==> src/rtl/chunked_add_sub_if.sv <==
// Operand/result bundle of the chunked adder/subtractor: the requester drives
// start/sub/x/y and the adder returns busy/done/s/cout/ovf.
interface chunked_add_sub_if #(
  parameter int WIDTH = 16
);
  logic             start;
  logic             sub;
  logic [WIDTH-1:0] x;
  logic [WIDTH-1:0] y;
  logic             busy;
  logic             done;
  logic [WIDTH-1:0] s;
  logic             cout;
  logic             ovf;

  modport master (output start, sub, x, y, input busy, done, s, cout, ovf);
  modport slave  (input start, sub, x, y, output busy, done, s, cout, ovf);
endinterface

==> src/rtl/chunked_add_sub.sv <==
// Iterative ripple adder/subtractor: CHUNK bits summed per clock, with the
// carry registered between slices, so WIDTH is not limited by one carry path.
//
//   state   | meaning
//   --------+--------------------------------------------------------------
//   ST_IDLE | waiting for start; s/cout/ovf hold the last completed result
//   ST_RUN  | one slice per edge; the last slice publishes s/cout/ovf
//   ST_DONE | one-cycle done pulse; start here begins the next op at once
module chunked_add_sub #(
  parameter int WIDTH = 16,
  parameter int CHUNK = 4
) (
  input logic              clk,
  input logic              rst,
  chunked_add_sub_if.slave bus
);
  localparam int NCHUNK = WIDTH / CHUNK;
  localparam int IDXW   = (NCHUNK > 1) ? $clog2(NCHUNK) : 1;
  localparam logic [IDXW-1:0] IDX_LAST = IDXW'(NCHUNK - 1);
  localparam logic [IDXW-1:0] IDX_ONE  = IDXW'(1);

  localparam logic [1:0] ST_IDLE = 2'd0;
  localparam logic [1:0] ST_RUN  = 2'd1;
  localparam logic [1:0] ST_DONE = 2'd2;

  if (CHUNK < 1 || (WIDTH % CHUNK) != 0) begin : g_bad_param
    $error("chunked_add_sub: WIDTH must be a non-zero multiple of CHUNK");
  end

  logic [1:0]       state_q, state_d;
  logic [WIDTH-1:0] a_q, a_d;
  logic [WIDTH-1:0] b_q, b_d;
  logic [WIDTH-1:0] acc_q, acc_d;
  logic [WIDTH-1:0] s_q, s_d;
  logic [IDXW-1:0]  idx_q, idx_d;
  logic             carry_q, carry_d;
  logic             cout_q, cout_d;
  logic             ovf_q, ovf_d;

  logic [CHUNK-1:0] a_sl;
  logic [CHUNK-1:0] b_sl;
  logic [CHUNK:0]   slice_sum;
  logic             c_msb;

  always_comb begin
    state_d = state_q;
    a_d     = a_q;
    b_d     = b_q;
    acc_d   = acc_q;
    s_d     = s_q;
    idx_d   = idx_q;
    carry_d = carry_q;
    cout_d  = cout_q;
    ovf_d   = ovf_q;

    a_sl      = a_q[idx_q*CHUNK +: CHUNK];
    b_sl      = b_q[idx_q*CHUNK +: CHUNK];
    slice_sum = {1'b0, a_sl} + {1'b0, b_sl} + {{CHUNK{1'b0}}, carry_q};
    // Carry into the top bit, recovered from the top sum bit of the last slice.
    c_msb     = a_sl[CHUNK-1] ^ b_sl[CHUNK-1] ^ slice_sum[CHUNK-1];

    case (state_q)
      ST_IDLE, ST_DONE: begin
        if (bus.start) begin
          a_d     = bus.x;
          b_d     = bus.sub ? ~bus.y : bus.y;
          carry_d = bus.sub;
          idx_d   = '0;
          acc_d   = '0;
          state_d = ST_RUN;
        end else begin
          state_d = ST_IDLE;
        end
      end
      ST_RUN: begin
        acc_d[idx_q*CHUNK +: CHUNK] = slice_sum[CHUNK-1:0];
        carry_d = slice_sum[CHUNK];
        idx_d   = idx_q + IDX_ONE;
        if (idx_q == IDX_LAST) begin
          s_d     = acc_d;
          cout_d  = slice_sum[CHUNK];
          ovf_d   = c_msb ^ slice_sum[CHUNK];
          state_d = ST_DONE;
        end
      end
      default: state_d = ST_IDLE;
    endcase
  end

  always_ff @(posedge clk) begin
    if (rst) begin
      state_q <= ST_IDLE;
      a_q     <= '0;
      b_q     <= '0;
      acc_q   <= '0;
      s_q     <= '0;
      idx_q   <= '0;
      carry_q <= 1'b0;
      cout_q  <= 1'b0;
      ovf_q   <= 1'b0;
    end else begin
      state_q <= state_d;
      a_q     <= a_d;
      b_q     <= b_d;
      acc_q   <= acc_d;
      s_q     <= s_d;
      idx_q   <= idx_d;
      carry_q <= carry_d;
      cout_q  <= cout_d;
      ovf_q   <= ovf_d;
    end
  end

  assign bus.busy = (state_q == ST_RUN);
  assign bus.done = (state_q == ST_DONE);
  assign bus.s    = s_q;
  assign bus.cout = cout_q;
  assign bus.ovf  = ovf_q;
endmodule

==> src/flat_wrapper.sv <==
// flat-port wrapper written by rule: the top's interface ports become plain ports
module chunked_add_sub_flat 
#(
  parameter int WIDTH = 16,
  parameter int CHUNK = 4
)
  (clk, rst, bus_start, bus_sub, bus_x, bus_y, bus_busy, bus_done, bus_s, bus_cout, bus_ovf);
  chunked_add_sub_if #(.WIDTH(WIDTH)) bus_i ();
  input logic clk;
  input logic rst;
  input wire logic [$bits(bus_i.start)-1:0] bus_start;
  input wire logic [$bits(bus_i.sub)-1:0] bus_sub;
  input wire logic [$bits(bus_i.x)-1:0] bus_x;
  input wire logic [$bits(bus_i.y)-1:0] bus_y;
  output wire logic [$bits(bus_i.busy)-1:0] bus_busy;
  output wire logic [$bits(bus_i.done)-1:0] bus_done;
  output wire logic [$bits(bus_i.s)-1:0] bus_s;
  output wire logic [$bits(bus_i.cout)-1:0] bus_cout;
  output wire logic [$bits(bus_i.ovf)-1:0] bus_ovf;
  assign bus_i.start = bus_start;
  assign bus_i.sub = bus_sub;
  assign bus_i.x = bus_x;
  assign bus_i.y = bus_y;
  assign bus_busy = bus_i.busy;
  assign bus_done = bus_i.done;
  assign bus_s = bus_i.s;
  assign bus_cout = bus_i.cout;
  assign bus_ovf = bus_i.ovf;
  chunked_add_sub #(.WIDTH(WIDTH), .CHUNK(CHUNK)) u_core (.clk(clk), .rst(rst), .bus(bus_i));
endmodule
==> config.mk <==
export PLATFORM = sky130hd
export DESIGN_NAME = chunked_add_sub_flat
export DESIGN_NICKNAME = d
export VERILOG_FILES = /design/src/rtl/chunked_add_sub_if.sv /design/src/rtl/chunked_add_sub.sv /design/src/flat_wrapper.sv
export SDC_FILE = /design/constraint.sdc
export NUM_CORES = 1
export LEC_CHECK = 0
export ABC_AREA = 1
export CORE_AREA = 2 2 101 74
export CTS_CLUSTER_SIZE = 25
export DETAILED_ROUTE_END_ITERATION = 8
export DIE_AREA = 0 0 103 76
export PLACE_DENSITY = 0.83
export SYNTH_ARGS = -nofsm -noshare
export SYNTH_HDL_FRONTEND = slang
export SYNTH_SLANG_ARGS = --single-unit
==> constraint.sdc <==
create_clock -name clk -period 3.25 [get_ports clk]
set_input_delay 0.65 -clock clk [delete_from_list [all_inputs] [get_ports clk]]
set_output_delay 0.65 -clock clk [all_outputs]
set_load 0.02 [all_outputs]
# [Word level (Yosys, flattened, before mapping)]
# Cells that the tools add are included.
[word_totals] reg_bits=71 input_bits=36 out_inout_bits=20 elab_cells=43
[classes] n_addsub=4 n_eq_ne=5 shifts=4 muxes=11 bitwise_logic=4 reduce_logical=6
[ops] operator="negation 4 -> 34 bit" n=1
[ops] operator="variable shift 4 x 34 -> 16 bit (first input constant)" n=1
[ops] operator="variable part select 4 x 34 -> 16 bit" n=1
[ops] operator="2-to-1 mux 16 bit" n=2
[ops] operator="one-hot mux 16 bit (2 select lines)" n=1
[ops] operator="variable part select 16 x 5 -> 4 bit" n=2
[ops] operator="bitwise mux 16 bit" n=1
[ops] operator="NOT 16 bit" n=1
[ops] operator="one-hot mux 2 bit (2 select lines)" n=2
[ops] operator="AND reduction 2 bit" n=3
[ops] operator="adder 4 x 4 -> 5 bit" n=1
[ops] operator="adder 5 x 1 -> 5 bit" n=1
[ops] operator="equality test 2 bit (second input constant)" n=2
[ops] operator="2-to-1 mux 2 bit" n=2
[ops] operator="XOR 1 bit" n=3
[ops] operator="adder 2 x 1 -> 2 bit (second input constant)" n=1
[ops] operator="equality test 2 x 1 -> 1 bit (second input constant)" n=1
[ops] operator="zero test 2 bit" n=1
[ops] operator="2-to-1 mux 1 bit" n=2
[ops] operator="!= test 2 x 1 -> 1 bit (second input constant)" n=1
[ops] operator="!= test 2 bit (second input constant)" n=1
[ops] operator="one-hot mux 1 bit (2 select lines)" n=1
[ops] operator="nonzero test 2 bit" n=1
[ops] operator="OR reduction 2 bit" n=1

# [Logic depth before layout (Yosys ltp)]
[depth] depth_word=6 ltp_mapped=15 ltp_nobuf=13

# [Worst setup path before layout]
# No wires, ideal clock.
[synth_timing] path_type="register to register" start="reg u_core.idx_q[0]" end="reg u_core.acc_q[5]" setup_ns=0.070 arrival_ns=2.480 t_required_ns=3.180 setup_slack_ns=0.701 stages_incl_launch_ff=14 n_path_buf=2 synth_period_minus_slack_ns=2.549 path_cell_list="dfxtp_1 -> inv_2 -> buf_2 -> buf_2 -> o21ai_1 -> o22ai_1 -> fa_1 -> inv_1 -> fa_1 -> nor2_1 -> nand2_1 -> o21ai_0 -> nand2_1 -> a21oi_1"
[synth_between] elab_chain_len=6 elab_cells_between_ends=9 cone_classes="add/sub (3); shift (4); mux (2)"
[synth_rtl] element="start: declaration" line="chunked_add_sub.sv:35" rtl="logic [IDXW-1:0] idx_q, idx_d;"
[synth_rtl] element="start signal: assignment" line="chunked_add_sub.sv:107" rtl="idx_q <= idx_d;"
[synth_rtl] element="variable part select 16 x 5 -> 4 bit, on equally long branches" line="chunked_add_sub.sv:56, chunked_add_sub.sv:57"
[synth_rtl] element="adder 4 x 4 -> 5 bit" line="chunked_add_sub.sv:58" rtl="slice_sum = {1'b0, a_sl} + {1'b0, b_sl} + {{CHUNK{1'b0}}, carry_q};"
[synth_rtl] element="adder 5 x 1 -> 5 bit" line="chunked_add_sub.sv:58"
[synth_rtl] element="variable part select 4 x 34 -> 16 bit" line="chunked_add_sub.sv:76" rtl="acc_d[idx_q*CHUNK +: CHUNK] = slice_sum[CHUNK-1:0];"
[synth_rtl] element="bitwise mux 16 bit (*)" line="chunked_add_sub.sv:76"
[synth_rtl] element="one-hot mux 16 bit (2 select lines) (*)" line="chunked_add_sub.sv:62" rtl="case (state_q)"
[synth_rtl] element="end signal: assignment" line="chunked_add_sub.sv:95" rtl="acc_q <= '0;"
[synth_rtl] element="end signal: assignment" line="chunked_add_sub.sv:105" rtl="acc_q <= acc_d;"
[synth_rtl] element="end: declaration" line="chunked_add_sub.sv:33" rtl="logic [WIDTH-1:0] acc_q, acc_d;"
# Mark *: on every way between the ends. The rest lies on a longest branch, timed or not.
# A chain may end at the register's enable or synchronous reset.

# [Worst setup path in the final report]
[layout_timing] start="reg u_core.idx_q[1]" end="reg u_core.acc_q[5]"
# Same word-level chain as after synthesis.

==> metrics <==
startpoint types=register; Yosys cell types=35; GR met3 Demand/Resource=5.78%; cells after synthesis=435; Post-Synthesis Mean Instance Area=7.69 um^2; GR peak layer=met1; CTS resizes=0; met2 GRT Util=30.1%; Max-Cap Viols=0; met1 GRT Util=33.6%; RSZ-0062 raised after global routing=false; crit path kind=reg -> reg; syn nets=482; Die Span X=103 um; vias=3025; ant diodes=0; Tmin final=2650 ps; critical-path maximum fanout=14; Port Buffers=55; Peak VDD IR=0.214 mV; Setup Fix Bufs, Post-CTS=0; Core Box Area=0.00696 mm^2; Die H=76 um; nets@finish=526; total iterations of the first detailed-routing run=5; Layout Skew=11.5 ps; wire length per cell=14.1 um; Synth area leaders=dfxtp_1 42%, nand2_1 8.4%, nor2_1 6.1%; required time of the critical path=3540 ps; setup tns final=0 ps; top cell type's share of synthesized area=42.5%; initial antenna violation count=0; Setup Slack @ Placement=631 ps; CTS Root Cell=clkbuf_8; Fin. Hold Viols=0; sequential area share after synthesis=42.5%; ANT nets after route=0; grt ovf=0; GP Congestion=0.893; insertion delay to the later sink of the worst-skew pair=360 ps; Post-CTS Hold Fix Bufs=0; CTS tree=built; Lkg Pwr=1.62 nW; clock-pin slew on the worst setup and hold paths=70 ps; Slew HR=39.5%; num rows=26; Vias/cell=5.20; f_max=377 MHz; CP arrival=2940 ps; Tot GR Track Use=22.3%; hold depth=2; Worst R2R Path Depth=11; Seq cells post-synth=71; final max-slew violation count=0; Power Density=510 mW/mm^2; first-pass GRT wire length=13.6 mm; DRC viols=0; final critical-path share of the clock period=81.7%; Area growth syn-to-layout=23.5%; status=completed; synthesized area=0.00334 mm^2; full die area=0.00783 mm^2; hold path startpoint=u_core.bus.s[2]; CP Capture Type=register; Max clock buf depth=2; largest net degree at the start of global routing=52; biggest area consumer among synthesized cells=dfxtp_1; setup ws final=595 ps; Top Ports=56; FILL cells=623; Reg2Reg Launch Point=u_core.idx_q[1]; Initial Util=48.0%; H-tree Lvls=3; CP Launch Point=u_core.idx_q[1]; Routed WL=8.20 mm; Ys Warns=0; HPWL Detailed=5.65 mm; Num CTS Buffers=9; measured slew at the worst slew-check pin=905 ps; layout cells sized above 1=10.1%; R2R setup slack=600 ps; final setup vio count=0; vias in the first global route=2809; CTS Sinks=71; hold crit path type=reg -> reg; DR iter-0 viols=189
[synth_stat cells, drive strengths merged]
| master | n |
|---|---|
| a211oi | 1 |
| o21bai | 2 |
| dfxtp | 71 |
| o22ai | 5 |
| a2bb2oi | 4 |
| nor3 | 1 |
| nand2 | 83 |
| fa | 2 |
| ha | 9 |
| buf | 18 |
| a22oi | 2 |
| o21a | 1 |
| nand4 | 3 |
| a21oi | 39 |
| o21ai | 60 |
| nor2 | 57 |
| xnor2 | 17 |
| nand3 | 19 |
| a32oi | 2 |
| a22o | 2 |
| inv | 30 |
| clkbuf | 6 |
| xor2 | 1 |
[sequential cells by signal, indices dropped and copies added, names as in the netlist]
register / flops
u_core.bus.ovf: 1
u_core.state_q: 2
u_core.idx_q: 2
u_core.b_q: 16
u_core.a_q: 16
u_core.carry_q: 1
u_core.bus.cout: 1
u_core.acc_q: 16
u_core.bus.s: 16
[power breakdown]
group          total, W  switching [W]  internal [W]  leakage, nW
clock          0.000788       0.000335      0.000453        0.110
sequential     0.000940      0.0000278      0.000913        0.580
combinational  0.000376       0.000227      0.000149        0.934
[metrics by stage]
| step | util, % | hold slack, ps | std cells | cell area (um^2) | total power [W] |
|---|---|---|---|---|---|
| after floorplan | - | 444 | 435 | 3340 | 0.00121 |
| after global placement | 56.1 | 453 | 566 | 3910 | 0.00131 |
| after detailed placement | 56.1 | 462 | 566 | 3910 | 0.00133 |
| after CTS | 59.3 | 474 | 582 | 4130 | 0.00211 |
| after global routing | 59.3 | 489 | 582 | 4130 | 0.00220 |
| final | 59.3 | 469 | 582 | 4130 | 0.00210 |
[per-layer routing]
layer	vias to the layer above	wire length, um	part of all wire (%)
met5	-	0	0
met4	0	130	1.6
met3	12	514	6.3
met2	93	3410	42
met1	1395	4140	51
li1	1525	-	-
[worst max-delay path: stages (launching register included)]
cell,delay [ps]
dfxtp_1,520
inv_2,190
o21ai_1,130
o22ai_1,100
fa_1,450
inv_1,90
fa_1,430
nor2_1,170
nand2_1,90
o21ai_0,210
nand2_1,80
a21oi_1,130
[final timing paths]
check,end
worst max-delay path,u_core.acc_q[5]
worst max register to register,u_core.acc_q[5]
worst min register to register,u_core.bus.s[2]
worst min-delay path,u_core.bus.s[2]
[cell type report]
class / count / area (um^2) / share of cell area, %
multi-input combinational: 310 / 1680 / 40.7
sequential: 71 / 1420 / 34.4
timing repair buffer: 57 / 566 / 13.7
clock buffer: 11 / 141 / 3.42
tap: 98 / 123 / 2.97
inverter: 30 / 118 / 2.85
clock inverter: 5 / 81.3 / 1.97
[kinds of logic after synthesis]
family	count (synthesis)	synth area share (%)
fa+ha+maj	11	4.56
simple gates	163	21.0
buf+inv	54	7.26
compound gates	118	20.0
flops	71	42.5
xor+xnor	18	4.71
[layout by cell type, fill, tap and decap left out, types with 2 or more instances in the layout]
master / Yosys / layout
nand2_1: 75 / 75
dfxtp_1: 71 / 71
clkdlybuf4s50_1: 0 / 55
nor2_1: 54 / 54
o21ai_0: 37 / 37
a21oi_1: 33 / 33
o21ai_1: 23 / 23
nand3_1: 19 / 19
inv_1: 17 / 17
xnor2_1: 17 / 17
inv_2: 11 / 11
clkbuf_8: 0 / 10
ha_1: 9 / 9
nand2_2: 7 / 7
a21oi_2: 6 / 6
o22ai_1: 5 / 5
a2bb2oi_1: 4 / 4
nand4_1: 3 / 3
a32oi_1: 2 / 2
inv_4: 2 / 2
a22oi_1: 2 / 2
a22o_1: 2 / 2
o21bai_1: 2 / 2
fa_1: 2 / 2
bufinv_16: 0 / 2
buf_4: 3 / 2
Note: power is estimated with default switching activity, not from simulation.
